## src/rtl/fpu_result_queue.sv

```systemverilog
// fpu_result_queue
// Capture stage behind the combinational FPU adder. Each accepted result is
// stored with its tag and a one-hot class {nan,inf,zero,normal}. The head entry
// is presented on out_* with a valid/ready handshake. The block also keeps
// sticky exception flags {zero_seen,overflow,invalid} and a saturating count
// of popped results.
// in_ready depends only on occupancy, so it never has a combinational path
// from out_ready. A push is visible on out_* one edge later; there is no
// bypass around the storage.

module fpu_result_queue #(
    parameter int DEPTH = 4,
    parameter int TAG_W = 4,
    parameter int CNT_W = 16
) (
    input  logic             clk,
    input  logic             rst_n,
    input  logic             in_valid,
    output logic             in_ready,
    input  logic [31:0]      in_result,
    input  logic [TAG_W-1:0] in_tag,
    output logic             out_valid,
    input  logic             out_ready,
    output logic [31:0]      out_result,
    output logic [TAG_W-1:0] out_tag,
    output logic [3:0]       out_class,
    output logic [2:0]       flags,
    input  logic             flags_clr,
    output logic [CNT_W-1:0] res_count
);

    localparam int PTR_W = (DEPTH > 1) ? $clog2(DEPTH) : 1;
    localparam logic [PTR_W:0] OCC_FULL = (PTR_W + 1)'(DEPTH);
    localparam logic [PTR_W-1:0] PTR_ONE = PTR_W'(1);
    localparam logic [PTR_W:0] OCC_ONE = (PTR_W + 1)'(1);
    localparam logic [CNT_W-1:0] CNT_ONE = CNT_W'(1);

    // Class bit positions in out_class and flag bit positions in flags.
    localparam int CLS_NORMAL = 0;
    localparam int CLS_ZERO   = 1;
    localparam int CLS_INF    = 2;
    localparam int CLS_NAN    = 3;
    localparam int FLG_INVALID  = 0;
    localparam int FLG_OVERFLOW = 1;
    localparam int FLG_ZERO     = 2;

    logic [PTR_W-1:0] rd_ptr_q, rd_ptr_d;
    logic [PTR_W-1:0] wr_ptr_q, wr_ptr_d;
    logic [PTR_W:0]   occ_q, occ_d;
    logic [31:0]      res_mem_q [DEPTH];
    logic [31:0]      res_mem_d [DEPTH];
    logic [TAG_W-1:0] tag_mem_q [DEPTH];
    logic [TAG_W-1:0] tag_mem_d [DEPTH];
    logic [3:0]       cls_mem_q [DEPTH];
    logic [3:0]       cls_mem_d [DEPTH];
    logic [2:0]       flags_q, flags_d;
    logic [CNT_W-1:0] count_q, count_d;

    logic             full;
    logic             empty;
    logic             push;
    logic             pop;
    logic [3:0]       in_class;
    logic [2:0]       in_flags;
    logic [7:0]       in_exp;
    logic [22:0]      in_frac;
    logic [CNT_W-1:0] count_base;

    assign full  = (occ_q == OCC_FULL);
    assign empty = (occ_q == '0);
    assign push  = in_valid && !full;
    assign pop   = !empty && out_ready;

    assign in_ready   = !full;
    assign out_valid  = !empty;
    // Gated with out_valid so the head fields read zero whenever nothing is queued.
    assign out_result = out_valid ? res_mem_q[rd_ptr_q] : '0;
    assign out_tag    = out_valid ? tag_mem_q[rd_ptr_q] : '0;
    assign out_class  = out_valid ? cls_mem_q[rd_ptr_q] : '0;
    assign flags      = flags_q;
    assign res_count  = count_q;

    assign in_exp  = in_result[30:23];
    assign in_frac = in_result[22:0];

    // Classify the incoming result; the adder flushes denormals, so exp==0 is zero.
    always_comb begin
        in_class = '0;
        if (in_exp == 8'hFF) begin
            if (in_frac != '0) begin
                in_class[CLS_NAN] = 1'b1;
            end else begin
                in_class[CLS_INF] = 1'b1;
            end
        end else if (in_exp == 8'h00) begin
            in_class[CLS_ZERO] = 1'b1;
        end else begin
            in_class[CLS_NORMAL] = 1'b1;
        end
        in_flags               = '0;
        in_flags[FLG_INVALID]  = in_class[CLS_NAN];
        in_flags[FLG_OVERFLOW] = in_class[CLS_INF];
        in_flags[FLG_ZERO]     = in_class[CLS_ZERO];
    end

    // Next-state for pointers, occupancy and storage.
    always_comb begin
        rd_ptr_d  = rd_ptr_q;
        wr_ptr_d  = wr_ptr_q;
        occ_d     = occ_q;
        res_mem_d = res_mem_q;
        tag_mem_d = tag_mem_q;
        cls_mem_d = cls_mem_q;
        if (push) begin
            res_mem_d[wr_ptr_q] = in_result;
            tag_mem_d[wr_ptr_q] = in_tag;
            cls_mem_d[wr_ptr_q] = in_class;
            wr_ptr_d            = wr_ptr_q + PTR_ONE;
        end
        if (pop) begin
            rd_ptr_d = rd_ptr_q + PTR_ONE;
        end
        case ({push, pop})
            2'b10:   occ_d = occ_q + OCC_ONE;
            2'b01:   occ_d = occ_q - OCC_ONE;
            default: occ_d = occ_q;
        endcase
    end

    // Sticky flags and retired count; a same-cycle push or pop survives a clear.
    always_comb begin
        flags_d = flags_clr ? 3'b000 : flags_q;
        if (push) begin
            flags_d = flags_d | in_flags;
        end
        count_base = flags_clr ? '0 : count_q;
        count_d    = count_base;
        if (pop && (count_base != '1)) begin
            count_d = count_base + CNT_ONE;
        end
    end

    // State registers; reset discards every queued entry.
    always_ff @(posedge clk or negedge rst_n) begin
        if (!rst_n) begin
            rd_ptr_q <= '0;
            wr_ptr_q <= '0;
            occ_q    <= '0;
            flags_q  <= '0;
            count_q  <= '0;
            for (int i = 0; i < DEPTH; i++) begin
                res_mem_q[i] <= '0;
                tag_mem_q[i] <= '0;
                cls_mem_q[i] <= '0;
            end
        end else begin
            rd_ptr_q  <= rd_ptr_d;
            wr_ptr_q  <= wr_ptr_d;
            occ_q     <= occ_d;
            flags_q   <= flags_d;
            count_q   <= count_d;
            res_mem_q <= res_mem_d;
            tag_mem_q <= tag_mem_d;
            cls_mem_q <= cls_mem_d;
        end
    end

endmodule

```

## config.mk

```make
export PLATFORM = sky130hd
export DESIGN_NAME = fpu_result_queue
export DESIGN_NICKNAME = d
export VERILOG_FILES = /design/src/rtl/fpu_result_queue.sv
export SDC_FILE = /design/constraint.sdc
export NUM_CORES = 1
export LEC_CHECK = 0
export CORE_UTILIZATION = 45
export DETAILED_ROUTE_END_ITERATION = 8
export PLACE_DENSITY = 0.65
export SYNTH_ARGS = -nofsm -noshare
export SYNTH_HDL_FRONTEND = slang
export SYNTH_SLANG_ARGS = --single-unit
export TNS_END_PERCENT = 5
```

## constraint.sdc

```tcl
create_clock -name clk -period 5.25 [get_ports clk]
set_input_delay 1.05 -clock clk [delete_from_list [all_inputs] [get_ports clk]]
set_output_delay 1.05 -clock clk [all_outputs]
set_load 0.05 [all_outputs]
```

### Yosys cells after proc, flatten, opt, wreduce, memory -nomap -nowiden

Cells that the tools add are included.

| cells by class | value |
|---|---|
| $add $sub $neg | 5 |
| magnitude comparators | 3 |
| equal/unequal tests | 5 |
| multiplexer cells | 30 |
| bitwise gates (word level) | 3 |
| reductions and logical operators | 10 |

Operators with widths:

| kind | number |
|---|---|
| $bwmux 128 | 1 |
| $mux 32 | 4 |
| $bmux 32 s2 | 1 |
| $demux 32 s2 | 1 |
| $bwmux 16 | 2 |
| $mux 16 | 2 |
| $mux 4 | 7 |
| $reduce_bool 23->1 | 1 |
| $add 16x1->16 const B | 1 |
| $bmux 4 s2 | 2 |
| $ne 16x16->1 const B | 1 |
| $demux 4 s2 | 1 |
| $eq 8x8->1 const B | 1 |
| $logic_not 8->1 | 1 |
| $ge 3x3->1 const B | 2 |
| $mux 3 | 2 |
| $not 2->3 | 2 |
| $pmux 3 s2 | 1 |
| $add 2x1->2 const B | 2 |
| $logic_and 1x1->1 | 4 |
| $mux 1 | 4 |
| $mux 2 | 2 |
| $add 3x1->3 const B | 1 |
| $eq 3x3->1 const B | 1 |
| other kinds (8) | 9 |

| word-level totals | value |
|---|---|
| bits in registers | 186 |
| word-level logic and storage cells | 73 |

### Logic depth before layout (Yosys ltp)

| logic depth | value |
|---|---|
| depth after elaboration | 6 |
| mapped depth | 10 |
| gate-level depth less buffers | 9 |

### Worst setup path before layout

OpenSTA, ideal clock, no wires.

| timing | value |
|---|---|
| kind | input to register |
| start point | input port flags_clr |
| end point | register count_q[1], in the netlist res_count[1] |
| library setup time | 125 ps |
| arrival time | 2,650 ps |
| slack | 2,475 ps |
| stages | 8 |
| cells stage by stage | clkbuf_1 nor2b_1 ha_1 and3b_1 and2_1 buf_2 a21oi_2 mux2_4 |

| between the ends | value |
|---|---|
| word-level cells in the longest chain between the ends | 4 |

RTL lines:

| what | line | source |
|---|---|---|
| start, declared | 28 | `input logic flags_clr,` |
| $mux 16 (*) | 136 | `count_base = flags_clr ? '0 : count_q;` |
| parallel branches: the longest is 2 deep, another holds $add 16x1->16 | - |  |
| $mux 16 (*) | 138 | `if (pop && (count_base != '1)) begin` |
| named net count_d[1] | 57 | `logic [CNT_W-1:0] count_q, count_d;` |
| end signal, assigned | 161 | `count_q <= count_d;` |
| end, declared | 57 |  |

Mark *: on every way through the listed nets, which the timed path passes.
A chain may end at the register's enable or synchronous reset.

### Worst setup path in the final report

| timing | value |
|---|---|
| start point | register rd_ptr_q[0] |
| end point | output port out_class[1] |

| between the ends | value |
|---|---|
| word-level cells in the longest chain between the ends | 5 |

RTL lines:

| what | line | source |
|---|---|---|
| start, declared | 47 | `logic [PTR_W-1:0] rd_ptr_q, rd_ptr_d;` |
| start signal, assigned | 157 | `rd_ptr_q <= rd_ptr_d;` |
| $not 2->3 (not written as such) | 79 | `assign out_class = out_valid ? cls_mem_q[rd_ptr_q] : '0;` |
| $bmux 4 s2 | 79 |  |
| $mux 4 (not written as such) (2 in series) | 79 |  |
| $mux 4 | 79 |  |
| end, declared | 26 | `output logic [3:0] out_class,` |

Every way passes these cells. The select of a mux whose other input is x is not followed.

==> results.rst <==
.. list-table::
   :header-rows: 1

   * - Metric
     - Value
   * - Post-synth net total
     - 652
   * - Kind of launch point of the worst setup path
     - register
   * - Prevailing post-synth register cell
     - sky130_fd_sc_hd__dfrtp_1
   * - Most area-consuming cells after synthesis
     - sky130_fd_sc_hd__dfrtp_1, sky130_fd_sc_hd__mux2_2, sky130_fd_sc_hd__mux4_2
   * - Area enclosed by the die boundary
     - 19,830 um2
   * - Cell with the biggest individual delay on the critical path
     - sky130_fd_sc_hd__dfrtp_2
   * - Number of antenna cells inserted
     - 0
   * - Synthesis-to-layout area growth
     - 21.41%
   * - Effective utilization at floorplan
     - 46.21%
   * - Yosys synthesis warning count
     - 0
   * - Largest stage delay, worst path
     - 910 ps
   * - Critical path fanouts, max
     - 23
   * - Worst Tran Pin Value
     - 1139 ps
   * - Post-route DRC violation count
     - 0
   * - Share of the synthesized area in the top cell type
     - 53.67%
   * - Count of buffers added by post-CTS timing repair for setup
     - 0
   * - Slew Limit Fails
     - 0
   * - Finished Layout Cells
     - 944
   * - Worst IR drop on VDD
     - 521.7 uV
   * - Setup tns final
     - 0 ps
   * - Worst setup slack before clock tree synthesis
     - 1420 ps
   * - Final-report hold violation count
     - 0
   * - Half-perimeter wire length of the detailed placement result
     - 12.46 mm
   * - Chip height
     - 140.8 um
   * - Vias
     - 5,362
   * - Final critical path time including I/O delays and setup
     - 4198 ps
   * - MaxCap Viol Count
     - 0
   * - Mean number of vias per cell
     - 5.680
   * - PnR worst setup slack
     - 1052 ps
   * - Clock Sink Count
     - 186
   * - Largest net degree at the start of global routing
     - 120
   * - Netlist area before placement
     - 8672 um2
   * - Post-synthesis sequential element count
     - 186
   * - Type of the worst setup path
     - reg2out
   * - Share of flip-flops with an asynchronous set or reset after synthesis
     - 100.0%
   * - Placed instance count
     - 912
   * - Ratio of final minimum period to clock period
     - 79.97%
   * - Worst Path Arrival
     - 3150 ps
   * - Maximum clock insertion buffer count
     - 2
   * - Post-detailed-route count of antenna-violating nets
     - 0
   * - DRC marker count from the first detailed-route iteration
     - 182
   * - Share of synthesized area occupied by flip-flops and latches
     - 53.67%
   * - Unrepaired setup endpoints after global routing
     - no
   * - Overall track demand over capacity in global routing
     - 20.91%
   * - Post-cts sizing count
     - 0
   * - Worst-case headroom to the max-slew limit
     - 24.10%
   * - Total power per unit cell area
     - 726.9 nW/um2
   * - Horiz. Die Dim
     - 140.8 um
   * - Clock edge transition at the registers on the reported setup and hold paths
     - 70 ps
   * - Unique cell type count in the Yosys netlist
     - 45
   * - Required time of the critical path
     - 4200 ps
   * - Final GP Congestion
     - 0.8036
   * - Number of enable flip-flop cells after synthesis
     - 0
   * - Share of final-layout standard cells stronger than drive strength 1
     - 33.38%
   * - Layout Nets
     - 745
   * - Site Rows
     - 50
   * - Mean routed wirelength per cell
     - 20.39 um
   * - Clock latency of the later-clocked register in the worst-skew pair
     - 420 ps
   * - First drt pass iteration count
     - 4
   * - Run status
     - finished, final reports clean
   * - Gr ovfl total
     - 0
   * - Count of port buffers added during placement
     - 101
   * - Vias in the first global route
     - 5,966
   * - Sort of element at the end of the critical path
     - output pin
   * - Count of mapped cells out of synthesis
     - 604
   * - Leak Pwr
     - 4.370 nW
   * - Setup clock skew after layout
     - 7.043 ps
   * - Number of levels in the clock H-tree
     - 4
   * - Mean instance size in the synthesized netlist
     - 14.36 um2
   * - Total clock buffers created by CTS
     - 17
   * - Library cell with the largest summed area after synthesis
     - sky130_fd_sc_hd__dfrtp_1
   * - Placeable core region
     - 18,770 um2
   * - I/O pins
     - 102
   * - Routed WL
     - 19.25 mm
   * - Ordered list of cells on the worst path
     - buf_4 -> mux4_2 -> and2_1 -> clkdlybuf4s50_1
   * - Total of endpoints with negative setup slack in the final report
     - 0
   * - Buffer type at the clock tree root
     - sky130_fd_sc_hd__clkbuf_16
   * - Number of antenna violations at the first check in global routing
     - 0
   * - First-pass GRT wire length
     - 31.53 mm
   * - Count of hold-fix buffers inserted at cts
     - 0
   * - CTS tree
     - built
   * - Path category of the worst min-delay check
     - reg2reg
   * - Highest clock rate
     - 238.2 MHz
## layout by cell type (no fill, tap or decap), drive strengths merged, types with 2 or more instances in the layout
cell           instances
clkinvlp               2
nand3b                 2
o21ai                 14
xnor2                 10
clkdlybuf4s50        100
buf                   10
nor2b                  5
clkbuf                17
or3                    2
inv                   11
clkinv                 7
nand4                  7
xor2                   4
o2bb2ai                2
a21oi                  7
nor2                   7
a2111oi                6
a41oi                  2
nand2                 32
mux2i                  2
ha                     6
and2                  41
mux2                 151
mux4                  40
nor3                   2
o41ai                  2
nor4                  10
dfrtp                186
bufinv                 4
nand3                  8
## state kept, by name (all words and copies together), names as in the netlist
name       flops
rd_ptr_q       2
tag_mem_q     16
cls_mem_q     16
wr_ptr_q       2
flags          3
res_mem_q    128
occ_q          3
res_count     16
## final timing paths
path                             startpoint             to  slack, ps  cells after the start
worst max-delay path            rd_ptr_q[0]   out_class[1]       1050                      4
worst min-delay path               occ_q[2]       occ_q[2]        490                      1
worst max register to register     occ_q[0]       occ_q[2]       2350                      9
worst min register to register     occ_q[2]       occ_q[2]        490                      1
max in group asynchronous             rst_n  cls_mem_q[10]       3270                      2
min in group asynchronous             rst_n  res_mem_q[77]        790                      1
## per-stage QoR
stage,cell area (um2),power [mW],hold WS (ps),util (%)
floorplan,8672,5.203,444.6,-
global placement,9905,6.225,460.9,52.77
detailed placement,9905,6.360,473.0,52.77
CTS,10530,7.737,486.3,56.10
global route,10530,8.049,511.3,56.10
finish,10530,7.654,486.1,56.10
## area by class of cell
cell class,instances,area (um2)
clock buffers,17,425.4
clock inverters,15,198.9
fillers,1528,8239
inverters,9,33.78
multi-input cells,373,3841
flip-flops and latches,186,4657
well taps,234,292.8
repair buffers,110,1080
## cell families (layout without fill, tap and decap cells)
group	count (synthesis)	after routing	synth area share (%)
adder cells (fa/ha/maj)	7	7	1.097
multiplexers	193	193	30.27
flip-flops	186	186	53.67
buffers and inverters	45	151	2.265
AND/OR/NAND/NOR	123	123	8.239
AO/OA/AOI/OAI	36	36	3.045
XOR/XNOR	14	14	1.414
## worst max-delay path: cells and delay by family (launching register included)
kind	cells	cell delay (ps)
buf+inv	2	1090
simple gates	1	190
flops	1	910
mux	1	530
## cell usage after synthesis (2+ instances only)
cell type / number
sky130_fd_sc_hd__o41ai_1: 2
sky130_fd_sc_hd__ha_1: 6
sky130_fd_sc_hd__nor3_1: 2
sky130_fd_sc_hd__nand3_1: 8
sky130_fd_sc_hd__nand4_1: 6
sky130_fd_sc_hd__and2_1: 41
sky130_fd_sc_hd__a41oi_1: 2
sky130_fd_sc_hd__a2111oi_2: 4
sky130_fd_sc_hd__a2111oi_0: 2
sky130_fd_sc_hd__o21ai_0: 14
sky130_fd_sc_hd__clkbuf_1: 10
sky130_fd_sc_hd__xor2_1: 4
sky130_fd_sc_hd__buf_2: 22
sky130_fd_sc_hd__mux2_1: 12
sky130_fd_sc_hd__o2bb2ai_1: 2
sky130_fd_sc_hd__mux4_2: 40
sky130_fd_sc_hd__a21oi_1: 6
sky130_fd_sc_hd__xnor2_1: 10
sky130_fd_sc_hd__nor2_1: 7
sky130_fd_sc_hd__dfrtp_1: 186
sky130_fd_sc_hd__nand3b_1: 2
sky130_fd_sc_hd__buf_1: 4
sky130_fd_sc_hd__mux2i_1: 2
sky130_fd_sc_hd__mux2_2: 138
sky130_fd_sc_hd__inv_1: 9
sky130_fd_sc_hd__nor2b_1: 5
sky130_fd_sc_hd__nand2_1: 32
sky130_fd_sc_hd__nor4_1: 9
## layer usage
layer / vias to the layer above / GRT usage, % / share of wire [%] / wire [um]
met5: - / 0 / 0 / 0
li1: 2397 / - / - / -
met1: 2807 / 27.26 / 44 / 8455
met3: 19 / 4.688 / 4.3 / 821
met2: 139 / 34.93 / 50 / 9699
met4: 0 / 6.522 / 1.4 / 269
## where the power goes
group          leakage, nW  internal, mW  switching (mW)
sequential            2.26          2.06           0.451
combinational         1.80          1.80            1.99
clock                0.303         0.799           0.550
Power figures use the tool's default switching activity.
